File: config.mk
export PLATFORM = sky130hd
export DESIGN_NAME = writeback_stage
export DESIGN_NICKNAME = d
export VERILOG_FILES = /design/src/rtl/writeback_stage_pkg.sv /design/src/rtl/writeback_stage_load_align.sv /design/src/rtl/writeback_stage.sv
export SDC_FILE = /design/constraint.sdc
export NUM_CORES = 1
export LEC_CHECK = 0
export ABC_AREA = 1
export CAP_MARGIN = 20
export CORE_MARGIN = 2
export CORE_UTILIZATION = 48
export DETAILED_ROUTE_END_ITERATION = 8
export PLACE_DENSITY = 0.86
export SLEW_MARGIN = 20
export SYNTH_ARGS = -nofsm -noshare
export SYNTH_HDL_FRONTEND = slang
export SYNTH_SLANG_ARGS = --single-unit
export TNS_END_PERCENT = 50
File: constraint.sdc
create_clock -name wb_clk -period 4.3 [get_ports wb_clk]
set_clock_uncertainty 0.2 [all_clocks]
set_input_delay 0.645 -clock wb_clk [delete_from_list [all_inputs] [get_ports wb_clk]]
set_output_delay 0.645 -clock wb_clk [all_outputs]
set_load 0.005 [all_outputs]
File: src/rtl/writeback_stage_pkg.sv
// Shared definitions for the writeback stage: opcode layout and funct3 load encodings.
`ifndef WRITEBACK_STAGE_DEFS
`define WRITEBACK_STAGE_DEFS
`define OPCODE_WIDTH 11
`define LOAD 1
`endif

package writeback_stage_pkg;
    localparam int OPCODE_WIDTH = `OPCODE_WIDTH;
    localparam int OP_LOAD_BIT  = `LOAD;

    localparam logic [2:0] F3_LB  = 3'b000;
    localparam logic [2:0] F3_LH  = 3'b001;
    localparam logic [2:0] F3_LW  = 3'b010;
    localparam logic [2:0] F3_LBU = 3'b100;
    localparam logic [2:0] F3_LHU = 3'b101;
endpackage

File: src/rtl/writeback_stage_load_align.sv
// Combinational load aligner: picks the addressed byte/halfword/word and extends it.
module wb_load_align
    import writeback_stage_pkg::*;
#(
    parameter int DWIDTH      = 32,
    parameter int FUNCT_WIDTH = 3
) (
    input  logic [DWIDTH-1:0]      word_i,
    input  logic [1:0]             byte_off_i,
    input  logic [FUNCT_WIDTH-1:0] funct3_i,
    output logic [DWIDTH-1:0]      ext_data_o,
    output logic                   bad_o
);
    logic [7:0]  byte_sel;
    logic [15:0] half_sel;

    always_comb begin
        case (byte_off_i)
            2'd0:    byte_sel = word_i[7:0];
            2'd1:    byte_sel = word_i[15:8];
            2'd2:    byte_sel = word_i[23:16];
            default: byte_sel = word_i[31:24];
        endcase
        half_sel = byte_off_i[1] ? word_i[31:16] : word_i[15:0];
    end

    always_comb begin
        ext_data_o = '0;
        bad_o      = 1'b0;
        case (funct3_i[2:0])
            F3_LB:  ext_data_o = {{(DWIDTH-8){byte_sel[7]}}, byte_sel};
            F3_LBU: ext_data_o = {{(DWIDTH-8){1'b0}}, byte_sel};
            F3_LH: begin
                ext_data_o = {{(DWIDTH-16){half_sel[15]}}, half_sel};
                bad_o      = byte_off_i[0];
            end
            F3_LHU: begin
                ext_data_o = {{(DWIDTH-16){1'b0}}, half_sel};
                bad_o      = byte_off_i[0];
            end
            F3_LW: begin
                ext_data_o = word_i;
                bad_o      = (byte_off_i != 2'd0);
            end
            // 011/110/111 have no load meaning; reject like a misalignment.
            default: bad_o = 1'b1;
        endcase
    end
endmodule

File: src/rtl/writeback_stage.sv
// Final pipeline stage: selects ALU or load result, drives the register-file write
// port one cycle later, counts retired instructions and flags rejected loads.
module writeback_stage
    import writeback_stage_pkg::*;
#(
    parameter int DWIDTH      = 32,
    parameter int AWIDTH      = 5,
    parameter int FUNCT_WIDTH = 3,
    parameter int CNT_WIDTH   = 32
) (
    input  logic                     wb_clk,
    input  logic                     wb_rst,
    input  logic                     wb_i_ce,
    input  logic                     wb_i_stall,
    input  logic                     wb_i_flush,
    input  logic [`OPCODE_WIDTH-1:0] wb_i_opcode,
    input  logic [FUNCT_WIDTH-1:0]   wb_i_funct3,
    input  logic [AWIDTH-1:0]        wb_i_rd_addr,
    input  logic [DWIDTH-1:0]        wb_i_rd_data,
    input  logic                     wb_i_rd_we,
    input  logic [DWIDTH-1:0]        wb_i_load_data,
    input  logic [1:0]               wb_i_byte_off,
    output logic [AWIDTH-1:0]        wb_o_rd_addr,
    output logic [DWIDTH-1:0]        wb_o_rd_data,
    output logic                     wb_o_rd_we,
    output logic                     wb_o_ce,
    output logic                     wb_o_misalign,
    output logic [CNT_WIDTH-1:0]     wb_o_retired
);
    logic              acc;
    logic              is_load;
    logic [DWIDTH-1:0] ext_data;
    logic              bad;
    logic [DWIDTH-1:0] data_d;
    logic              we_d;
    logic              mis_d;

    logic [AWIDTH-1:0]    addr_q;
    logic [DWIDTH-1:0]    data_q;
    logic                 we_q;
    logic                 ce_q;
    logic                 mis_q;
    logic [CNT_WIDTH-1:0] cnt_q;

    wb_load_align #(
        .DWIDTH      (DWIDTH),
        .FUNCT_WIDTH (FUNCT_WIDTH)
    ) u_align (
        .word_i     (wb_i_load_data),
        .byte_off_i (wb_i_byte_off),
        .funct3_i   (wb_i_funct3),
        .ext_data_o (ext_data),
        .bad_o      (bad)
    );

    assign acc     = wb_i_ce & ~wb_i_stall & ~wb_i_flush;
    assign is_load = wb_i_opcode[`LOAD];

    always_comb begin
        data_d = is_load ? ext_data : wb_i_rd_data;
        mis_d  = is_load & bad;
        we_d   = (is_load ? ~bad : wb_i_rd_we) & (wb_i_rd_addr != '0);
    end

    // Pulses are cleared whenever nothing is accepted, so a held instruction never
    // writes or retires twice; address/data simply hold.
    always_ff @(posedge wb_clk) begin
        if (wb_rst) begin
            addr_q <= '0;
            data_q <= '0;
            we_q   <= 1'b0;
            ce_q   <= 1'b0;
            mis_q  <= 1'b0;
            cnt_q  <= '0;
        end else begin
            we_q  <= acc & we_d;
            ce_q  <= acc;
            mis_q <= acc & mis_d;
            if (acc) begin
                addr_q <= wb_i_rd_addr;
                data_q <= data_d;
                cnt_q  <= cnt_q + CNT_WIDTH'(1);
            end
        end
    end

    assign wb_o_rd_addr  = addr_q;
    assign wb_o_rd_data  = data_q;
    assign wb_o_rd_we    = we_q;
    assign wb_o_ce       = ce_q;
    assign wb_o_misalign = mis_q;
    assign wb_o_retired  = cnt_q;
endmodule

==> impl_metrics.toml, run 1 <==
[run_status]
run_status = "finished, final reports clean"

[clock_tree]
clkTransAtPathRegs_ns = 0.08
post_cts_buffers = 0
cts_repair_resize_count = 0
ctsRootBufferMaster = "sky130_fd_sc_hd__clkbuf_8"
ctsHtreeMaxLevel = 3
cts_tree = "done"
worstSkewPairLatency_ns = 0.35
inserted_clock_buffers = 9
cts.sinks = 72
ctsHoldBuffers = 0
clk_path_buf_depth = 2

[layout]
diodes = 0
mostFrequentLayoutCell = "sky130_fd_sc_hd__nand2_1"
fill_cells = 758
final_nets = 938
drive_gt1_frac = 0.06824
layout.cells.most_common_list = "sky130_fd_sc_hd__nand2_1 (257), sky130_fd_sc_hd__clkdlybuf4s50_1 (152), sky130_fd_sc_hd__a21oi_1 (86)"
areaGrowthSynthToFinish_pct = 40.72

[grt]
grt_max_degree = 49
first_global_vias = 5017
antenna_found_initial = 0
grt.overflow.total = 0
groute.usage.overall = 0.3012
grt_first_pass_wirelength_um = 23840

[power]
cellLeakagePower_nw = 2.316
power_mw = 1.561
vdd_ir_drop_max_uv = 172.0
power.density_mw_per_mm2 = 256.4

[routing]
drt_first_iter_violations = 285
drt_pass1_iterations = 5
finalWirelength_um = 14650
post_drt_wl_per_cell_um = 15.29
detail_route.vias_per_cell = 5.387
detail_route.drc_violations = 0
postRouteAntennaNets = 0
routed-via-count = 5161

[setup_path]
worstSetupStartpointType = "primary input"
path_class = "primary input to register"
critical_path_peak_fanout = 24
cp.arrival_ns = 2.88
cp-end-kind = "register"
worst-endpoint-required_ns = 4.38
register_to_register_path_setup_slack_ns = 2.30

[sta]
max_slew.worst_pin.slew_ns = 1.066
setup_viol = 0
finalCriticalPeriod_ns = 2.800
report.final.hold_viol_count = 0
fin_crit_sh = 0.6511
tns_ns = 0
timing_max_transition_violations_final = 0
max_fclk_ghz = 0.3572
setup_repair_after_global_routing_missed_its_margin = "false"
slew_headroom = 0.2887

[synth]
mean_cell_area_of_the_mapped_netlist_um2 = 6.085
synth.ff_latch_count = 72
synthesis.yosys.warnings = 0
number_of_enable_flip_flop_cells_after_synthesis = 0
syn_inst = 711
synth_area_mm2 = 0.004327
dominantRegCellSynth = "sky130_fd_sc_hd__dfxtp_1"
synth_fp_nets = 803
synth_seq_area_share = 0.3331
synthDistinctLibCells = 34
ys_async_sr_fraction = 0

[floorplanning]
floorplan.core_area_mm2 = 0.008721
die-area_mm2 = 0.009789
die_h_um = 98.94
top_level_ports = 163
placementRows = 34
initial_utilization = 0.4961
die_w_um = 98.94

[hold_path]
timing.hold.worst.class = "register to register"

[flow_run]
maxCapViolations = 0

[placed_design]
port_buffers = 152
routabilityCongestion = 0.9066
dpl.hpwl_um = 10940
-- cell usage after synthesis, types with 2 or more instances --
cell	instances	area share
sky130_fd_sc_hd__nand3_1	24	0.028
sky130_fd_sc_hd__o21ai_0	38	0.044
sky130_fd_sc_hd__and2_1	2	0.0029
sky130_fd_sc_hd__nor2_4	2	0.0052
sky130_fd_sc_hd__clkbuf_1	21	0.018
sky130_fd_sc_hd__nand2_1	257	0.22
sky130_fd_sc_hd__buf_2	7	0.0081
sky130_fd_sc_hd__a21oi_1	86	0.099
sky130_fd_sc_hd__nor2_1	78	0.068
sky130_fd_sc_hd__inv_1	44	0.038
sky130_fd_sc_hd__buf_4	6	0.010
sky130_fd_sc_hd__o211ai_1	7	0.012
sky130_fd_sc_hd__nor3_1	4	0.0046
sky130_fd_sc_hd__a21oi_2	20	0.040
sky130_fd_sc_hd__xor2_1	3	0.0061
sky130_fd_sc_hd__o21ai_1	10	0.012
sky130_fd_sc_hd__inv_2	7	0.0061
sky130_fd_sc_hd__dfxtp_1	72	0.33
sky130_fd_sc_hd__nand4_1	8	0.012
-- kinds of logic after synthesis --
family,Yosys count,synth area share
buf+inv,87,0.08444
flops,72,0.3331
simple gates,381,0.3545
compound gates,167,0.2189
xor+xnor,3,0.006074
fa+ha+maj,1,0.002891
-- routing by layer --
| layer | global-route usage | wire length [µm] | vias up |
|---|---|---|---|
| li1 | - | - | 2565 |
| met1 | 0.3475 | 5736 | 2275 |
| met2 | 0.4974 | 6711 | 261 |
| met3 | 0.07943 | 1315 | 60 |
| met4 | 0.1834 | 886 | 0 |
| met5 | 0 | 0 | - |
-- path summary, 6_finish.rpt --
kind                                       from               end  cells past startpoint
worst max-delay path             wb_i_funct3[1]  wb_o_rd_data[17]                      8
worst min-delay path            wb_o_rd_addr[0]   wb_o_rd_addr[0]                      2
worst max register to register  wb_o_retired[1]  wb_o_retired[10]                      8
worst min register to register  wb_o_rd_addr[0]   wb_o_rd_addr[0]                      2
-- sequential cells by signal, summed over array words and instances (netlist names) --
| name | flops |
|---|---|
| wb_o_rd_data | 32 |
| wb_o_rd_addr | 5 |
| wb_o_ce | 1 |
| wb_o_rd_we | 1 |
| wb_o_retired | 32 |
| wb_o_misalign | 1 |
-- area by class of cell --
class                           instances  area, µm²  area share
Sequential cell                        72       1441      0.2367
Timing Repair Buffer                  159       1574      0.2585
Inverter                               52      195.2     0.03206
Multi-Input combinational cell        552       2532      0.4159
Clock buffer                           10      127.6     0.02096
Tap cell                              108      135.1     0.02219
Clock inverter                          5      82.58     0.01356
-- critical path: stages --
cell	delay [ns]
sky130_fd_sc_hd__clkdlybuf4s50_1	0.59
sky130_fd_sc_hd__inv_2	0.15
sky130_fd_sc_hd__nor3_4	0.73
sky130_fd_sc_hd__buf_4	0.34
sky130_fd_sc_hd__a21oi_1	0.09
sky130_fd_sc_hd__nand2_1	0.09
sky130_fd_sc_hd__nand2_1	0.09
sky130_fd_sc_hd__a21oi_1	0.14
-- power by group --
part	internal [mW]	total, mW	leakage [nW]	switching, mW
combinational	0.139	0.274	1.64	0.135
sequential	0.684	0.694	0.584	0.0101
clock	0.324	0.592	0.0946	0.269
total	1.15	1.56	2.32	0.414
-- through the flow --
| step | util | worst slack, ns | instance area [µm²] | std cells | hold WS, ns |
|---|---|---|---|---|---|
| 2_1_floorplan | - | 2.360 | 4327 | 711 | 0.2618 |
| 5_1_grt | 0.6981 | 1.278 | 6088 | 958 | 0.3009 |
| 4_1_cts | 0.6981 | 1.537 | 6088 | 958 | 0.2714 |
| 3_3_place_gp | 0.6740 | 1.197 | 5878 | 943 | 0.2533 |
| 6_report | 0.6981 | 1.500 | 6088 | 958 | 0.2711 |
| 3_5_place_dp | 0.6740 | 1.165 | 5878 | 943 | 0.2585 |
(Power assumes the default switching activity.)
==> run 2, diff against run 1 <==
--- a/config.mk
+++ b/config.mk
@@ -8,9 +8,9 @@
 export ABC_AREA = 1
 export CAP_MARGIN = 20
 export CORE_MARGIN = 2
-export CORE_UTILIZATION = 48
+export CORE_UTILIZATION = 45
 export DETAILED_ROUTE_END_ITERATION = 8
-export PLACE_DENSITY = 0.86
+export PLACE_DENSITY = 0.81
 export SLEW_MARGIN = 20
 export SYNTH_ARGS = -nofsm -noshare
 export SYNTH_HDL_FRONTEND = slang
==> constraint.sdc (replaced) <==
create_clock -name wb_clk -period 2.6 [get_ports wb_clk]
set_clock_uncertainty 0.2 [all_clocks]
set_input_delay 0.39 -clock wb_clk [delete_from_list [all_inputs] [get_ports wb_clk]]
set_output_delay 0.39 -clock wb_clk [all_outputs]
set_load 0.005 [all_outputs]
==> run 2 against run 1 <==
Core utilization is 2.7 points lower. Clock power grew 100%. Critical endpoint is now wb_o_retired[18]. Largest power group is now the clock network. Critical path depth is the same. Via count increased by 0.45%. Cell count rose by 2.8%. Total power is 80% higher.
==> impl_metrics.toml, run 2 (synthesis results as in run 1) <==
[run_status]
run_status = "finished, final reports clean"

[clock_tree]
inserted_clock_buffers = 9
cts_tree = "done"
ctsHtreeMaxLevel = 3
clk_path_buf_depth = 2
worstSkewPairLatency_ns = 0.34
post_cts_buffers = 0
ctsHoldBuffers = 0
clkTransAtPathRegs_ns = 0.08
cts_repair_resize_count = 0
ctsRootBufferMaster = "sky130_fd_sc_hd__clkbuf_8"
cts.sinks = 72

[setup_path]
worstSetupStartpointType = "register"
critical-path-slowest-cell = "sky130_fd_sc_hd__dfxtp_1"
cp-end-kind = "register"
crit_path_frequent_cell = "sky130_fd_sc_hd__nor2_1"
worst-endpoint-required_ns = 2.63
path_cells = "ha_1, inv_1, nor2_1, nand3_1, nor2_1, nand4_1, nand2_1, nor2_1"
critical_path_peak_fanout = 5
stage_delay_of_the_slowest_cell_on_the_critical_path_ns = 0.44
path_class = "register to register"
cp.arrival_ns = 2.17

[routing]
detail_route.drc_violations = 0
detail_route.vias_per_cell = 5.263
drt_first_iter_violations = 330
routed-via-count = 5184
finalWirelength_um = 14930
drt_pass1_iterations = 5
post_drt_wl_per_cell_um = 15.16
postRouteAntennaNets = 0

[layout]
layout.cells.most_common_list = "sky130_fd_sc_hd__nand2_1 (257), sky130_fd_sc_hd__clkdlybuf4s50_1 (152), sky130_fd_sc_hd__a21oi_1 (86)"
layout.cells.non_filler = 985
mostFrequentLayoutCell = "sky130_fd_sc_hd__nand2_1"
drive_gt1_frac = 0.07593
areaGrowthSynthToFinish_pct = 43.96
diodes = 0
final_nets = 944
post-route-cell-area_mm2 = 0.006228
final_core_util = 0.6709

[grt]
groute.usage.overall = 0.2916
first_global_vias = 4990
grt_max_degree = 53
grt.overflow.total = 0
grt_first_pass_wirelength_um = 23910
antenna_found_initial = 0

[power]
power.density_mw_per_mm2 = 451.5
vdd_ir_drop_max_uv = 287.2
power_mw = 2.812
cellLeakagePower_nw = 2.387

[placed_design]
postPlaceCellArea_mm2 = 0.005962
routabilityCongestion = 0.9325
port_buffers = 152
post-place-cells = 970
dpl.hpwl_um = 11260

[floorplanning]
die_w_um = 102.1
initial_utilization = 0.4660
die_h_um = 102.1
floorplan.core_area_mm2 = 0.009284
die-area_mm2 = 0.01042
placementRows = 35
top_level_ports = 163

[sta]
timing_max_transition_violations_final = 0
finalCriticalPeriod_ns = 2.133
fin_crit_sh = 0.8204
slew_headroom = 0.3105
max_slew.worst_pin.slew_ns = 1.033
setup_repair_after_global_routing_missed_its_margin = "false"
setup_viol = 0
max_fclk_ghz = 0.4688
tns_ns = 0
report.final.hold_viol_count = 0

[flow_run]
maxCapViolations = 0

[hold_path]
timing.hold.worst.class = "register to register"
run 2: cell types whose count changed in the layout (fill, tap and decap cells not counted), sizes merged:
cell      change
buf           +6
clkinvlp      -3
bufinv        +2
clkinv        +1
run 2: worst max-delay path, delay by kind of cell, from the launching register on:
kind / cells / cell delay (ns)
simple gates: 6 / 1.07
fa+ha+maj: 1 / 0.20
buf+inv: 1 / 0.10
flops: 1 / 0.44
run 2: layout make-up:
| cell class | count | area, µm² |
|---|---|---|
| clock buffers | 10 | 137.6 |
| clock inverters | 5 | 128.9 |
| fillers | 830 | 3055 |
| inverters | 52 | 195.2 |
| multi-input cells | 552 | 2532 |
| flip-flops and latches | 72 | 1441 |
| well taps | 129 | 161.4 |
| repair buffers | 165 | 1632 |
run 2: final timing paths:
| path | endpoint | slack [ns] | depth (start not counted) | start |
|---|---|---|---|---|
| min reg2reg | wb_o_rd_addr[0] | 0.27 | 2 | wb_o_rd_addr[0] |
| min | wb_o_rd_addr[0] | 0.27 | 2 | wb_o_rd_addr[0] |
| max | wb_o_retired[18] | 0.47 | 8 | wb_o_retired[1] |
| max reg2reg | wb_o_retired[18] | 0.47 | 8 | wb_o_retired[1] |
run 2: metal layers:
layer	up-vias	global-route usage	wire, µm
li1	2583	-	-
met1	2311	0.3509	6002
met2	266	0.5066	7219
met3	24	0.07456	1423
met4	0	0.09949	282
met5	-	0	0
run 2: through the flow:
| step | hold slack, ns | worst slack [ns] |
|---|---|---|
| after floorplan | 0.2618 | 0.9150 |
| after global placement | 0.2538 | 0.2722 |
| after detailed placement | 0.2592 | 0.2399 |
| after CTS | 0.2730 | 0.5528 |
| after global routing | 0.2874 | 0.3569 |
| final | 0.2698 | 0.4668 |
run 2: power by group:
part,total (mW),switching [mW],internal [mW]
Clock,1.20,0.445,0.758
Combinational,0.460,0.225,0.235
Sequential,1.15,0.0171,1.13
